**src/rtl/dfe_stage_scheduler_if.sv**
```systemverilog
// Sample-sequencing and coefficient-configuration bus for dfe_stage_scheduler.
// Optional statistics outputs exist only when DFE_SCHED_STATS_EN is defined.
interface dfe_stage_scheduler_if #(
    parameter int NUM_STAGES = 2,
    parameter int COEF_W     = 16,
    parameter int ADDR_W     = 4
);
    logic                             fd_valid;
    logic                             cfg_wr;
    logic [ADDR_W-1:0]                cfg_addr;
    logic [COEF_W-1:0]                cfg_data;
    logic                             cfg_commit;
    logic [NUM_STAGES-1:0]            stage_en;
    logic                             out_valid;
    logic                             busy;
    logic                             commit_pending;
    logic                             commit_done;
    logic                             overrun;
    logic [NUM_STAGES*5*COEF_W-1:0]   coef_active;
`ifdef DFE_SCHED_STATS_EN
    logic [31:0]                      sample_cnt;
    logic [15:0]                      overrun_cnt;

    modport master (
        output fd_valid, cfg_wr, cfg_addr, cfg_data, cfg_commit,
        input  stage_en, out_valid, busy, commit_pending, commit_done, overrun, coef_active,
        input  sample_cnt, overrun_cnt
    );
    modport slave (
        input  fd_valid, cfg_wr, cfg_addr, cfg_data, cfg_commit,
        output stage_en, out_valid, busy, commit_pending, commit_done, overrun, coef_active,
        output sample_cnt, overrun_cnt
    );
`else
    modport master (
        output fd_valid, cfg_wr, cfg_addr, cfg_data, cfg_commit,
        input  stage_en, out_valid, busy, commit_pending, commit_done, overrun, coef_active
    );
    modport slave (
        input  fd_valid, cfg_wr, cfg_addr, cfg_data, cfg_commit,
        output stage_en, out_valid, busy, commit_pending, commit_done, overrun, coef_active
    );
`endif
endinterface

```
**src/rtl/dfe_stage_scheduler.sv**
```systemverilog
// Stage-enable sequencer and shadow/active coefficient banks for the post-decimation IIR chain.
// Define DFE_SCHED_STATS_EN to add the accepted/dropped sample counters.
module dfe_stage_scheduler #(
    parameter int                NUM_STAGES = 2,
    parameter int                COEF_W     = 16,
    parameter int                ADDR_W     = 4,
    parameter logic [COEF_W-1:0] B0_RST     = 16'h4000
) (
    input  logic                  CLK,
    input  logic                  RST,
    dfe_stage_scheduler_if.slave  bus
);
    localparam int NUM_REGS = 5 * NUM_STAGES;
    localparam int CNT_W    = (NUM_STAGES > 1) ? $clog2(NUM_STAGES) : 1;
    localparam logic [CNT_W-1:0] LAST_CNT = CNT_W'(NUM_STAGES - 1);

    typedef enum logic [1:0] {
        S_IDLE   = 2'd0,
        S_RUN    = 2'd1,
        S_COMMIT = 2'd2
    } state_t;

    // b0 and b2 come up as unity gain, every other tap as zero
    function automatic logic [COEF_W-1:0] coef_rst(input int idx);
        if (((idx % 5) == 0) || ((idx % 5) == 2)) begin
            return B0_RST;
        end else begin
            return {COEF_W{1'b0}};
        end
    endfunction

    state_t                         r_state, w_state_nxt;
    logic [CNT_W-1:0]               r_cnt, w_cnt_nxt;
    logic [NUM_STAGES-1:0]          r_stage_en, w_stage_en_nxt;
    logic                           r_out_valid, w_out_valid_nxt;
    logic                           r_busy, w_busy_nxt;
    logic                           r_overrun, w_overrun_nxt;
    logic                           r_pending, w_pending_nxt;
    logic                           r_done;
    logic                           w_apply, w_accept, w_wr_hit;
    logic [COEF_W-1:0]              r_shadow [NUM_REGS];
    logic [COEF_W-1:0]              r_active [NUM_REGS];
    logic [NUM_REGS*COEF_W-1:0]     w_coef_flat;

    assign w_wr_hit = bus.cfg_wr && (int'(bus.cfg_addr) < NUM_REGS);

    // State register
    always_ff @(posedge CLK or posedge RST) begin
        if (RST) begin
            r_state <= S_IDLE;
        end else begin
            r_state <= w_state_nxt;
        end
    end

    // Next-state: a new sample always wins over a pending commit
    always_comb begin
        w_state_nxt = r_state;
        case (r_state)
            S_IDLE: begin
                if (bus.fd_valid) begin
                    w_state_nxt = S_RUN;
                end else if (r_pending) begin
                    w_state_nxt = S_COMMIT;
                end else begin
                    w_state_nxt = S_IDLE;
                end
            end
            S_RUN: begin
                if (r_cnt == LAST_CNT) begin
                    w_state_nxt = S_IDLE;
                end else begin
                    w_state_nxt = S_RUN;
                end
            end
            S_COMMIT: begin
                if (bus.fd_valid) begin
                    w_state_nxt = S_RUN;
                end else begin
                    w_state_nxt = S_IDLE;
                end
            end
            default: w_state_nxt = S_IDLE;
        endcase
    end

    // Output decode: next values of the registered strobes and counter
    always_comb begin
        w_stage_en_nxt  = {NUM_STAGES{1'b0}};
        w_out_valid_nxt = 1'b0;
        w_busy_nxt      = 1'b0;
        w_overrun_nxt   = 1'b0;
        w_cnt_nxt       = r_cnt;
        w_apply         = 1'b0;
        w_accept        = 1'b0;
        case (r_state)
            S_IDLE: begin
                w_accept = bus.fd_valid;
            end
            S_RUN: begin
                w_overrun_nxt = bus.fd_valid;
                if (r_cnt == LAST_CNT) begin
                    w_out_valid_nxt = 1'b1;
                end else begin
                    w_stage_en_nxt = r_stage_en << 1;
                    w_busy_nxt     = 1'b1;
                    w_cnt_nxt      = r_cnt + CNT_W'(1);
                end
            end
            S_COMMIT: begin
                w_apply  = 1'b1;
                w_accept = bus.fd_valid;
            end
            default: begin
                w_accept = 1'b0;
            end
        endcase
        if (w_accept) begin
            w_stage_en_nxt = NUM_STAGES'(1);
            w_busy_nxt     = 1'b1;
            w_cnt_nxt      = {CNT_W{1'b0}};
        end else begin
            w_cnt_nxt = w_cnt_nxt;
        end
        // a request arriving in the COMMIT cycle re-arms after the clear
        if (bus.cfg_commit) begin
            w_pending_nxt = 1'b1;
        end else if (w_apply) begin
            w_pending_nxt = 1'b0;
        end else begin
            w_pending_nxt = r_pending;
        end
    end

    // Registered control outputs
    always_ff @(posedge CLK or posedge RST) begin
        if (RST) begin
            r_cnt       <= {CNT_W{1'b0}};
            r_stage_en  <= {NUM_STAGES{1'b0}};
            r_out_valid <= 1'b0;
            r_busy      <= 1'b0;
            r_overrun   <= 1'b0;
            r_pending   <= 1'b0;
            r_done      <= 1'b0;
        end else begin
            r_cnt       <= w_cnt_nxt;
            r_stage_en  <= w_stage_en_nxt;
            r_out_valid <= w_out_valid_nxt;
            r_busy      <= w_busy_nxt;
            r_overrun   <= w_overrun_nxt;
            r_pending   <= w_pending_nxt;
            r_done      <= w_apply;
        end
    end

    // Coefficient banks: active only loads from shadow on the edge leaving COMMIT
    always_ff @(posedge CLK or posedge RST) begin
        if (RST) begin
            for (int i = 0; i < NUM_REGS; i++) begin
                r_shadow[i] <= coef_rst(i);
                r_active[i] <= coef_rst(i);
            end
        end else begin
            if (w_apply) begin
                for (int i = 0; i < NUM_REGS; i++) begin
                    r_active[i] <= r_shadow[i];
                end
            end
            if (w_wr_hit) begin
                r_shadow[bus.cfg_addr] <= bus.cfg_data;
            end
        end
    end

    // Flatten active bank for the output bus
    always_comb begin
        w_coef_flat = {(NUM_REGS*COEF_W){1'b0}};
        for (int i = 0; i < NUM_REGS; i++) begin
            w_coef_flat[i*COEF_W +: COEF_W] = r_active[i];
        end
    end

    assign bus.stage_en       = r_stage_en;
    assign bus.out_valid      = r_out_valid;
    assign bus.busy           = r_busy;
    assign bus.overrun        = r_overrun;
    assign bus.commit_pending = r_pending;
    assign bus.commit_done    = r_done;
    assign bus.coef_active    = w_coef_flat;

`ifdef DFE_SCHED_STATS_EN
    logic [31:0] r_sample_cnt;
    logic [15:0] r_overrun_cnt;

    // Accepted and dropped sample counters; dropped count saturates
    always_ff @(posedge CLK or posedge RST) begin
        if (RST) begin
            r_sample_cnt  <= 32'd0;
            r_overrun_cnt <= 16'd0;
        end else begin
            if (w_accept) begin
                r_sample_cnt <= r_sample_cnt + 32'd1;
            end
            if (w_overrun_nxt && (r_overrun_cnt != 16'hFFFF)) begin
                r_overrun_cnt <= r_overrun_cnt + 16'd1;
            end
        end
    end

    assign bus.sample_cnt  = r_sample_cnt;
    assign bus.overrun_cnt = r_overrun_cnt;
`endif
endmodule

```
**src/flat_wrapper.sv**
```systemverilog
// flat-port wrapper written by rule: the top's interface ports become plain ports
module dfe_stage_scheduler_flat 
#(
    parameter int                NUM_STAGES = 2,
    parameter int                COEF_W     = 16,
    parameter int                ADDR_W     = 4,
    parameter logic [COEF_W-1:0] B0_RST     = 16'h4000
)
  (CLK, RST, bus_fd_valid, bus_cfg_wr, bus_cfg_addr, bus_cfg_data, bus_cfg_commit, bus_stage_en, bus_out_valid, bus_busy, bus_commit_pending, bus_commit_done, bus_overrun, bus_coef_active);
  dfe_stage_scheduler_if #(.NUM_STAGES(NUM_STAGES), .COEF_W(COEF_W), .ADDR_W(ADDR_W)) bus_i ();
  input  logic CLK;
  input  logic RST;
  input wire logic [$bits(bus_i.fd_valid)-1:0] bus_fd_valid;
  input wire logic [$bits(bus_i.cfg_wr)-1:0] bus_cfg_wr;
  input wire logic [$bits(bus_i.cfg_addr)-1:0] bus_cfg_addr;
  input wire logic [$bits(bus_i.cfg_data)-1:0] bus_cfg_data;
  input wire logic [$bits(bus_i.cfg_commit)-1:0] bus_cfg_commit;
  output wire logic [$bits(bus_i.stage_en)-1:0] bus_stage_en;
  output wire logic [$bits(bus_i.out_valid)-1:0] bus_out_valid;
  output wire logic [$bits(bus_i.busy)-1:0] bus_busy;
  output wire logic [$bits(bus_i.commit_pending)-1:0] bus_commit_pending;
  output wire logic [$bits(bus_i.commit_done)-1:0] bus_commit_done;
  output wire logic [$bits(bus_i.overrun)-1:0] bus_overrun;
  output wire logic [$bits(bus_i.coef_active)-1:0] bus_coef_active;
  assign bus_i.fd_valid = bus_fd_valid;
  assign bus_i.cfg_wr = bus_cfg_wr;
  assign bus_i.cfg_addr = bus_cfg_addr;
  assign bus_i.cfg_data = bus_cfg_data;
  assign bus_i.cfg_commit = bus_cfg_commit;
  assign bus_stage_en = bus_i.stage_en;
  assign bus_out_valid = bus_i.out_valid;
  assign bus_busy = bus_i.busy;
  assign bus_commit_pending = bus_i.commit_pending;
  assign bus_commit_done = bus_i.commit_done;
  assign bus_overrun = bus_i.overrun;
  assign bus_coef_active = bus_i.coef_active;
  dfe_stage_scheduler #(.NUM_STAGES(NUM_STAGES), .COEF_W(COEF_W), .ADDR_W(ADDR_W), .B0_RST(B0_RST)) u_core (.CLK(CLK), .RST(RST), .bus(bus_i));
endmodule
```
**config.mk**
```make
export PLATFORM = sky130hd
export DESIGN_NAME = dfe_stage_scheduler_flat
export DESIGN_NICKNAME = d
export VERILOG_FILES = /design/src/rtl/dfe_stage_scheduler_if.sv /design/src/rtl/dfe_stage_scheduler.sv /design/src/flat_wrapper.sv
export SDC_FILE = /design/constraint.sdc
export NUM_CORES = 1
export LEC_CHECK = 0
export ABC_AREA = 1
export BUFFER_PORTS_ARGS = -buffer_cell sky130_fd_sc_hd__buf_2
export CAP_MARGIN = 15
export CORE_MARGIN = 8
export CORE_UTILIZATION = 55
export DETAILED_ROUTE_END_ITERATION = 6
export PLACE_DENSITY = 0.85
export SYNTH_ARGS = -nofsm -noshare
export SYNTH_HDL_FRONTEND = slang
export SYNTH_SLANG_ARGS = --single-unit
```
**constraint.sdc**
```tcl
create_clock -name CLK -period 17.72 [get_ports CLK]
set_clock_uncertainty 0.05 [all_clocks]
set_input_delay 0.886 -clock CLK [delete_from_list [all_inputs] [get_ports CLK]]
set_output_delay 0.886 -clock CLK [all_outputs]
set_load 0.01 [all_outputs]
```
# --- Yosys cells after proc, flatten, opt, wreduce, memory -nomap -nowiden ---
# Cells that the tools add are included.
totals:
  regBits: 330
  out_inout_bits: 167
  elab_cells: 65
  input_bits: 25
op_classes:
  n_reduce_logical: 6
  order_cmp: 3
  n_bitwise: 1
  n_eq_ne: 2
  mux: 24
  n_addsub: 1
ops:
  columns: ["cell", "count"]
  rows:
  - ["160-bit bitwise mux", 1]
  - ["16-bit demux with 4-bit select", 1]
  - ["16-bit two-way mux", 1]
  - ["1-bit two-way mux", 15]
  - ["2-bit two-way mux", 5]
  - ["2-bit case mux with 3 select lines", 1]
  - ["5-bit >= comparator (second input constant)", 1]
  - ["5-bit by 1-bit less-than comparator with 1-bit output (second input constant)", 1]
  - ["4-bit inverter with 5-bit output", 1]
  - ["4-bit less-than comparator (second input constant)", 1]
  - ["2-bit nonzero test", 2]
  - ["2-bit by 1-bit equality test with 1-bit output (second input constant)", 1]
  - ["2-bit equality test (second input constant)", 1]
  - ["1-bit logical AND", 2]
  - ["2-bit logical NOT", 1]
  - ["2-bit OR reduction", 1]
  - ["1-bit adder (second input constant)", 1]

# --- Longest topological paths before layout ---
# Gate-level depths: netlist of the first run.
logic_depth:
  ltp_word: 6
  ltp_mapped: 7
  depth_no_buf: 6

# --- Worst setup path before layout of the first run ---
# OpenSTA, ideal clock, no wires.
synth_timing:
  kind: "input to register"
  start: "in bus_cfg_addr[3]"
  end: "reg u_core.r_shadow[80] in the netlist's numbering"
  path_buffers: 1
  path_slack_ps: 15748
  cell_stages: 7
  required_ps: 17553
  t_arrival_ps: 1805
  setup_ps: 117
  path_cell_list: "inv_1 > nand2_1 > nor2_2 > nand3_1 > buf_2 > nand2_1 > nand2_1"
synth_via:
  elab_chain_cells: 6
  word_cells_on_any_way: 9
  classes_between: "order compare: 3; mux: 3; bitwise: 1; reduce/logical: 2"
synth_lines:
  columns: ["element", "line_no", "rtl"]
  rows:
  - ["start: declaration", "flat_wrapper.sv:15", "input wire logic [$bits(bus_i.cfg_addr)-1:0] bus_cfg_addr;"]
  - ["4-bit inverter with 5-bit output (implied by the code)", "dfe_stage_scheduler.sv:170", "r_shadow[bus.cfg_addr] <= bus.cfg_data;"]
  - ["5-bit >= comparator (implied by the code) or 5-bit by 1-bit less-than comparator with 1-bit output (tied branches)", "dfe_stage_scheduler.sv:170", null]
  - ["1-bit logical AND (implied by the code)", "dfe_stage_scheduler.sv:170", null]
  - ["16-bit two-way mux (implied by the code)", "dfe_stage_scheduler.sv:170", null]
  - ["16-bit demux with 4-bit select", "dfe_stage_scheduler.sv:170", null]
  - ["160-bit bitwise mux", "dfe_stage_scheduler.sv:170", null]
  - ["end signal: indexed assignment", "dfe_stage_scheduler.sv:160", "r_shadow[i] <= coef_rst(i);"]
  - ["end signal: indexed assignment", "dfe_stage_scheduler.sv:170", null]
  - ["end: declaration", "dfe_stage_scheduler.sv:41", "logic [COEF_W-1:0] r_shadow [NUM_REGS];"]
# Parallel ways exist; a longest one is shown, timed or not.
# A chain may end at the register's enable or synchronous reset.

# --- Worst setup path in the final report of the first run ---
layout_timing:
  start: "in bus_cfg_addr[2]"
  end: "reg u_core.r_shadow[112] in the netlist's numbering"
# Same word-level chain as after synthesis.

==> results.ini, run 1 <==
[clock_tree]
clock_latency_ns=0.56
ctsHoldBuffers=0
cts_setup_buffers=0
ctsHtreeMaxLevel=1
clock_sinks=330
clk_pin_slew_ns=0.06
numCtsBuffers=31
ctsResizeCount=0
clock_path_buffers=3
cts-root-buf=clkbuf_16
cts_tree=yes

[floorplanning]
boundaryPins=192
fp-row-count=56
core_area_um2=23300
initial_utilization=0.557
die_h_um=170
die_w_um=170
die-area_um2=28800

[power]
power.density_nw_per_um2=166
power_w=0.00249
p_leak_nw=8.53
ir_drop_uv=104

[layout]
fin_cells=1914
final_nets=1597
layout-drive-gt1-share=0.171
area_growth_pct=15.9
insertedDiodeCount=0

[detailed_routing]
wirelength_um=35200
vias_per_cell=5.55
ant_nets=0
drtIter0Drc=1178
drt-pass1-iter-count=5
drc=0
wl_per_cell_um=18.4
num_vias=10600

[timing]
fin_crit_sh=0.191
rsz0062_at_grt=no
final_hold_viol_count=0
min_period_ns=3.38
drv_slew=0
max_freq_mhz=296
finalSetupViolations=0
tns_ns=0
relSlewSlack=0.298
worst_slew_pin_slew_ns=1.05

[grt]
grt_max_degree=204
grt.total_usage=0.242
grt_pass1_vias=10400
grt_overflow=0
antenna_found_initial=0
grt_pass1_wl_um=56000

[critical_path]
required_ns=18.10
crit_fanout=103
worst-endpoint-arrival_ns=3.76
worstSetupPathType=in -> reg
critPathLaunchType=input pin
end_kind=flop

[place]
io_buffers=191
place_inst=1858
dpl.hpwl_um=21200
gp_congestion=0.802

[synth]
yosys_warnings=0
synth_seq_cells=330
seq_area_frac_synth=0.637
synthDistinctLibCells=18
async_flop_share=1.00
synthesis.instances=1448
synth.area.top_cells=dfrtp_1 (62%), nand2_1 (23%), nand4_1 (7.7%)
synth_edf_count=0
yosys.area.top_type=dfrtp_1
synth_area_um2=13000
yosys_most_used_dff=dfrtp_1
syn_avg_cell_area_um2=8.97
ys_top_cells_by_count=nand2_1 (809), dfrtp_1 (322), nand4_1 (160)
syn-num-nets=1473
synth_top_area_frac=0.620
synth_most_common_cell=nand2_1

[run_status]
status=finished clean

[worst_hold_path]
hold_path_class=reg -> reg

[flow_run]
cap_viol_max_count=0

## registers in the layout (all words and copies together), names as in the netlist
register and cells:
u_core.bus.commit_pending 1, u_core.bus.busy 1, u_core.bus.coef_active 160, u_core.r_state 2, u_core.r_cnt 1, u_core.bus.stage_en 2
u_core.bus.overrun 1, u_core.bus.commit_done 1, u_core.r_shadow 160, u_core.bus.out_valid 1
## layout by cell type (no fill, tap or decap)
master and n:
clkinv_2 10, buf_2 190, nand2_1 808, buf_4 7
clkbuf_8 2, nand2_4 1, inv_1 9, dfstp_2 8
clkbuf_16 31, dfrtp_1 322, nor2_2 10, nand4_1 160
clkinvlp_4 2, nand3_1 10, inv_4 1, o21ai_0 1
inv_8 1, o21bai_1 1, o22ai_1 2, nor2_1 5
bufinv_16 7, nor4_1 1, o21ai_4 1, buf_12 1
clkbuf_1 4
## critical path: stages
cell and delay (ns):
buf_2 0.13, o21ai_4 0.15, buf_4 0.81, buf_4 0.72, nand3_1 0.65, nand2_1 0.29, nand2_1 0.09
## final cells by class
cell class,instances,area (um^2)
fillers,1886,8270
inverters,11,51.3
multi-input cells,1000,4220
flip-flops and latches,330,8270
well taps,319,399
repair buffers,198,1020
clock buffers,37,818
clock inverters,19,275
## final timing paths
path	from	end	slack, ns	cells past startpoint
worst min register to register	u_core.r_shadow[108]	u_core.r_shadow[108]	0.42	2
worst max register to register	u_core.r_state[0]	u_core.bus.coef_active[96]	14.78	6
max in group asynchronous	RST	u_core.r_shadow[92]	15.54	3
worst max-delay path	bus_cfg_addr[2]	u_core.r_shadow[112]	14.34	7
worst min-delay path	u_core.r_shadow[108]	u_core.r_shadow[108]	0.42	2
min in group asynchronous	RST	u_core.bus.coef_active[1]	0.44	2
## power by group
group	internal [W]	switching (W)	total [W]
combinational	0.000226	0.000411	0.000636
sequential	0.000999	0.000143	0.00114
clock	0.000430	0.000284	0.000714
total	0.00165	0.000838	0.00249
## through the flow
stage	hold WS, ns	util	area, um^2	setup WS [ns]
6_report	0.420	0.645	15100	14.34
5_1_grt	0.435	0.645	15100	14.19
4_1_cts	0.420	0.645	15100	14.47
3_5_place_dp	0.408	0.599	14000	13.99
3_3_place_gp	0.400	0.599	14000	14.12
2_1_floorplan	0.379	-	13000	7.66
## cells by family after synthesis
logic type | after synthesis | synth area share
simple gates | 995 | 0.321
flops | 330 | 0.637
buf+inv | 118 | 0.0394
compound gates | 5 | 0.00260
## metal layers
metal / wire, um / global-route usage / up-vias
li1: - / - / 4894
met1: 14000 / 0.316 / 5118
met2: 16600 / 0.390 / 529
met3: 3450 / 0.0572 / 81
met4: 1160 / 0.0877 / 0
met5: 0 / 0 / -
No activity file was read; power rests on OpenSTA's default activity.
==> run 2, diff against run 1 <==
--- a/config.mk
+++ b/config.mk
@@ -5,13 +5,13 @@
 export SDC_FILE = /design/constraint.sdc
 export NUM_CORES = 1
 export LEC_CHECK = 0
-export ABC_AREA = 1
+export ABC_AREA = 0
 export BUFFER_PORTS_ARGS = -buffer_cell sky130_fd_sc_hd__buf_2
 export CAP_MARGIN = 15
 export CORE_MARGIN = 8
-export CORE_UTILIZATION = 55
+export CORE_UTILIZATION = 51
 export DETAILED_ROUTE_END_ITERATION = 6
-export PLACE_DENSITY = 0.85
+export PLACE_DENSITY = 0.84
 export SYNTH_ARGS = -nofsm -noshare
 export SYNTH_HDL_FRONTEND = slang
 export SYNTH_SLANG_ARGS = --single-unit
==> constraint.sdc (replaced) <==
create_clock -name CLK -period 3.1 [get_ports CLK]
set_clock_uncertainty 0.05 [all_clocks]
set_input_delay 0.155 -clock CLK [delete_from_list [all_inputs] [get_ports CLK]]
set_output_delay 0.155 -clock CLK [all_outputs]
set_load 0.01 [all_outputs]
==> results.ini, run 2 <==
[detailed_routing]
wirelength_um=29400  ; -17%
drc=0  ; unchanged
wl_per_cell_um=18.4  ; +0.20%
num_vias=8120  ; -24%
drtIter0Drc=573  ; -51%
ant_nets=0  ; unchanged
drt-pass1-iter-count=5  ; unchanged
vias_per_cell=5.09  ; -8.3%

[timing]
setup_ws_ns=1.27  ; -13.08 ns
min_period_ns=1.83
fin_crit_sh=0.591
fin_hold_ws_ns=0.0986  ; -0.322 ns
relSlewSlack=0.414  ; +0.116
finalSetupViolations=0  ; unchanged
worst_slew_pin_slew_ns=0.877  ; -0.177 ns
rsz0062_at_grt=no
final_hold_viol_count=0  ; unchanged
max_freq_mhz=545
drv_slew=0  ; unchanged

[floorplanning]
fp-row-count=57  ; +1.8%
die_h_um=172  ; +1.3%
die-area_um2=29500  ; +2.6%
core_area_um2=24100  ; +3.3%
initial_utilization=0.514  ; -0.0428
die_w_um=172  ; +1.3%
boundaryPins=192  ; unchanged

[synth]
syn-num-nets=1090  ; -26%
ys_top_cells_by_count=nand2_1 (483), dfrtp_1 (322), mux2_2 (160)
yosys_warnings=0  ; unchanged
synthDistinctLibCells=27  ; +9
yosys.area.top_type=dfrtp_1
synth_area_um2=12400  ; -4.6%
synth_edf_count=0  ; unchanged
synth_seq_cells=330  ; unchanged
syn_avg_cell_area_um2=11.6  ; +30%
synth.area.top_cells=dfrtp_1 (65%), nand2_1 (15%), mux2_2 (15%)
synthesis.instances=1065  ; -26%
yosys_most_used_dff=dfrtp_1
synth_top_area_frac=0.650  ; +0.0301
synth_most_common_cell=nand2_1
async_flop_share=1.00  ; unchanged
seq_area_frac_synth=0.667  ; +0.0309

[grt]
grt_pass1_wl_um=46400  ; -17%
grt_max_degree=162  ; -21%
antenna_found_initial=1  ; +1
grt_pass1_vias=8381  ; -20%
grt.total_usage=0.203  ; -0.0392
grt_overflow=0  ; unchanged

[critical_path]
crit_start=u_core.r_state[0]
ff2ff_setup_slack_ns=1.27  ; -13.51 ns
end_kind=flop
endpoint=u_core.bus.coef_active[139]
rr_startpoint=u_core.r_state[0]
r2r_end=u_core.bus.coef_active[139]
critPathLaunchType=flop
worstSetupPathType=reg -> reg
crit_fanout=72  ; -30%
worst-endpoint-arrival_ns=2.21  ; -1.55 ns
required_ns=3.48  ; -14.62 ns
r2r_cells=5  ; -1

[run_status]
status=finished clean

[layout]
final_cell_mix=nand2_1 (483), dfrtp_1 (322), buf_2 (191)
layout_commonest_cell=nand2_1
layout-drive-gt1-share=0.343  ; +0.173
fillCellCount=1932  ; +2.4%
area_growth_pct=19.8
insertedDiodeCount=0  ; unchanged
final_nets=1270  ; -20%

[place]
dpl.hpwl_um=18700  ; -12%
place_ws_ns=1.14  ; -12.85 ns
io_buffers=191  ; unchanged
gp_congestion=0.776  ; -3.2%

[clock_tree]
ctsHoldBuffers=3  ; +3
numCtsBuffers=34  ; +9.7%
clk_pin_slew_ns=0.06  ; about the same
clock_sinks=330  ; unchanged
cts_setup_buffers=0  ; unchanged
cts-root-buf=clkbuf_16
ctsResizeCount=0  ; unchanged
clock_latency_ns=0.50  ; -0.06 ns
ctsHtreeMaxLevel=2  ; +1
clock_path_buffers=3  ; unchanged
cts_tree=yes

[power]
swShare=0.318  ; -0.0184
power_frac_clock=0.286  ; about the same
p_int_w=0.00961  ; +480%
p_leak_nw=7.82  ; -8.4%
power.density_nw_per_um2=949  ; +470%
combPwrFrac=0.252  ; -0.003
p_sw_w=0.00448  ; +430%
ir_drop_uv=559  ; +440%
p_seq_frac=0.462  ; +0.004

[worst_hold_path]
hold_path_class=in -> reg

[flow_run]
cap_viol_max_count=0  ; unchanged

-- run 2: cells by family (layout without fill, tap and decap cells) --
| logic type | Yosys count | in the layout | share of synthesized area |
|---|---|---|---|
| simple gates | 502 | 502 | 0.160 |
| flops | 330 | 330 | 0.667 |
| mux | 160 | 160 | 0.145 |
| buf+inv | 68 | 274 | 0.0249 |
| compound gates | 5 | 5 | 0.00242 |
-- run 2: how the worst min path moves through the flow --
stage,from,endpoint,slack (ns),cells after the start
after detailed placement,bus_fd_valid,u_core.r_state[1],0.28,2
after global placement,RST,u_core.bus.coef_active[22],0.27,2
final,bus_cfg_data[15],u_core.r_shadow[31],0.1,2
after global routing,bus_cfg_addr[3],u_core.r_shadow[125],0.10,3
after floorplan,bus_fd_valid,u_core.r_state[1],0.18,1
after CTS,bus_cfg_addr[3],u_core.r_shadow[125],0.09,3
-- run 2: worst max-delay path: stages (launching register included) --
cell and delay, ns:
dfrtp_1 0.46, nand2b_4 0.21, inv_6 0.40, buf_4 0.41, nand2_1 0.11, nand2_1 0.07
-- run 2: layer usage --
layer	vias to the layer above	share of wire	GRT usage	wire length [um]
met2	230	0.49	0.340	14500
li1	3751	-	-	-
met1	4087	0.42	0.264	12300
met3	50	0.066	0.0416	1950
met5	-	0.00034	0	10
met4	2	0.022	0.0585	633
-- run 2: final cells by class --
cell class	instances	area, um^2	share of cell area
clock inverters	6	38.8	0.00261
multi-input cells	667	3820	0.257
flip-flops and latches	330	8270	0.557
repair buffers	208	1190	0.0802
clock buffers	56	1100	0.0739
inverters	4	23.8	0.00160
well taps	324	405	0.0273
-- run 2: through the flow --
stage,instance area [um^2],power (W),cells,utilization,TNS [ns]
after detailed placement,13700,0.0102,1530,0.567,0
after global placement,13700,0.00997,1530,0.567,0
after global routing,14800,0.0150,1595,0.616,0
after CTS,14800,0.0143,1595,0.616,0
final,14800,0.0141,1595,0.616,0
after floorplan,12400,0.00856,1065,-,-487.16
-- run 2: power by group through the flow --
stage	clock [W]	combinational, W	sequential [W]
5_1_grt	0.00430	0.00398	0.00668
3_5_place_dp	0	0.00361	0.00657
2_1_floorplan	0	0.00173	0.00683
3_3_place_gp	0	0.00347	0.00650
4_1_cts	0.00411	0.00364	0.00651
6_report	0.00403	0.00356	0.00651
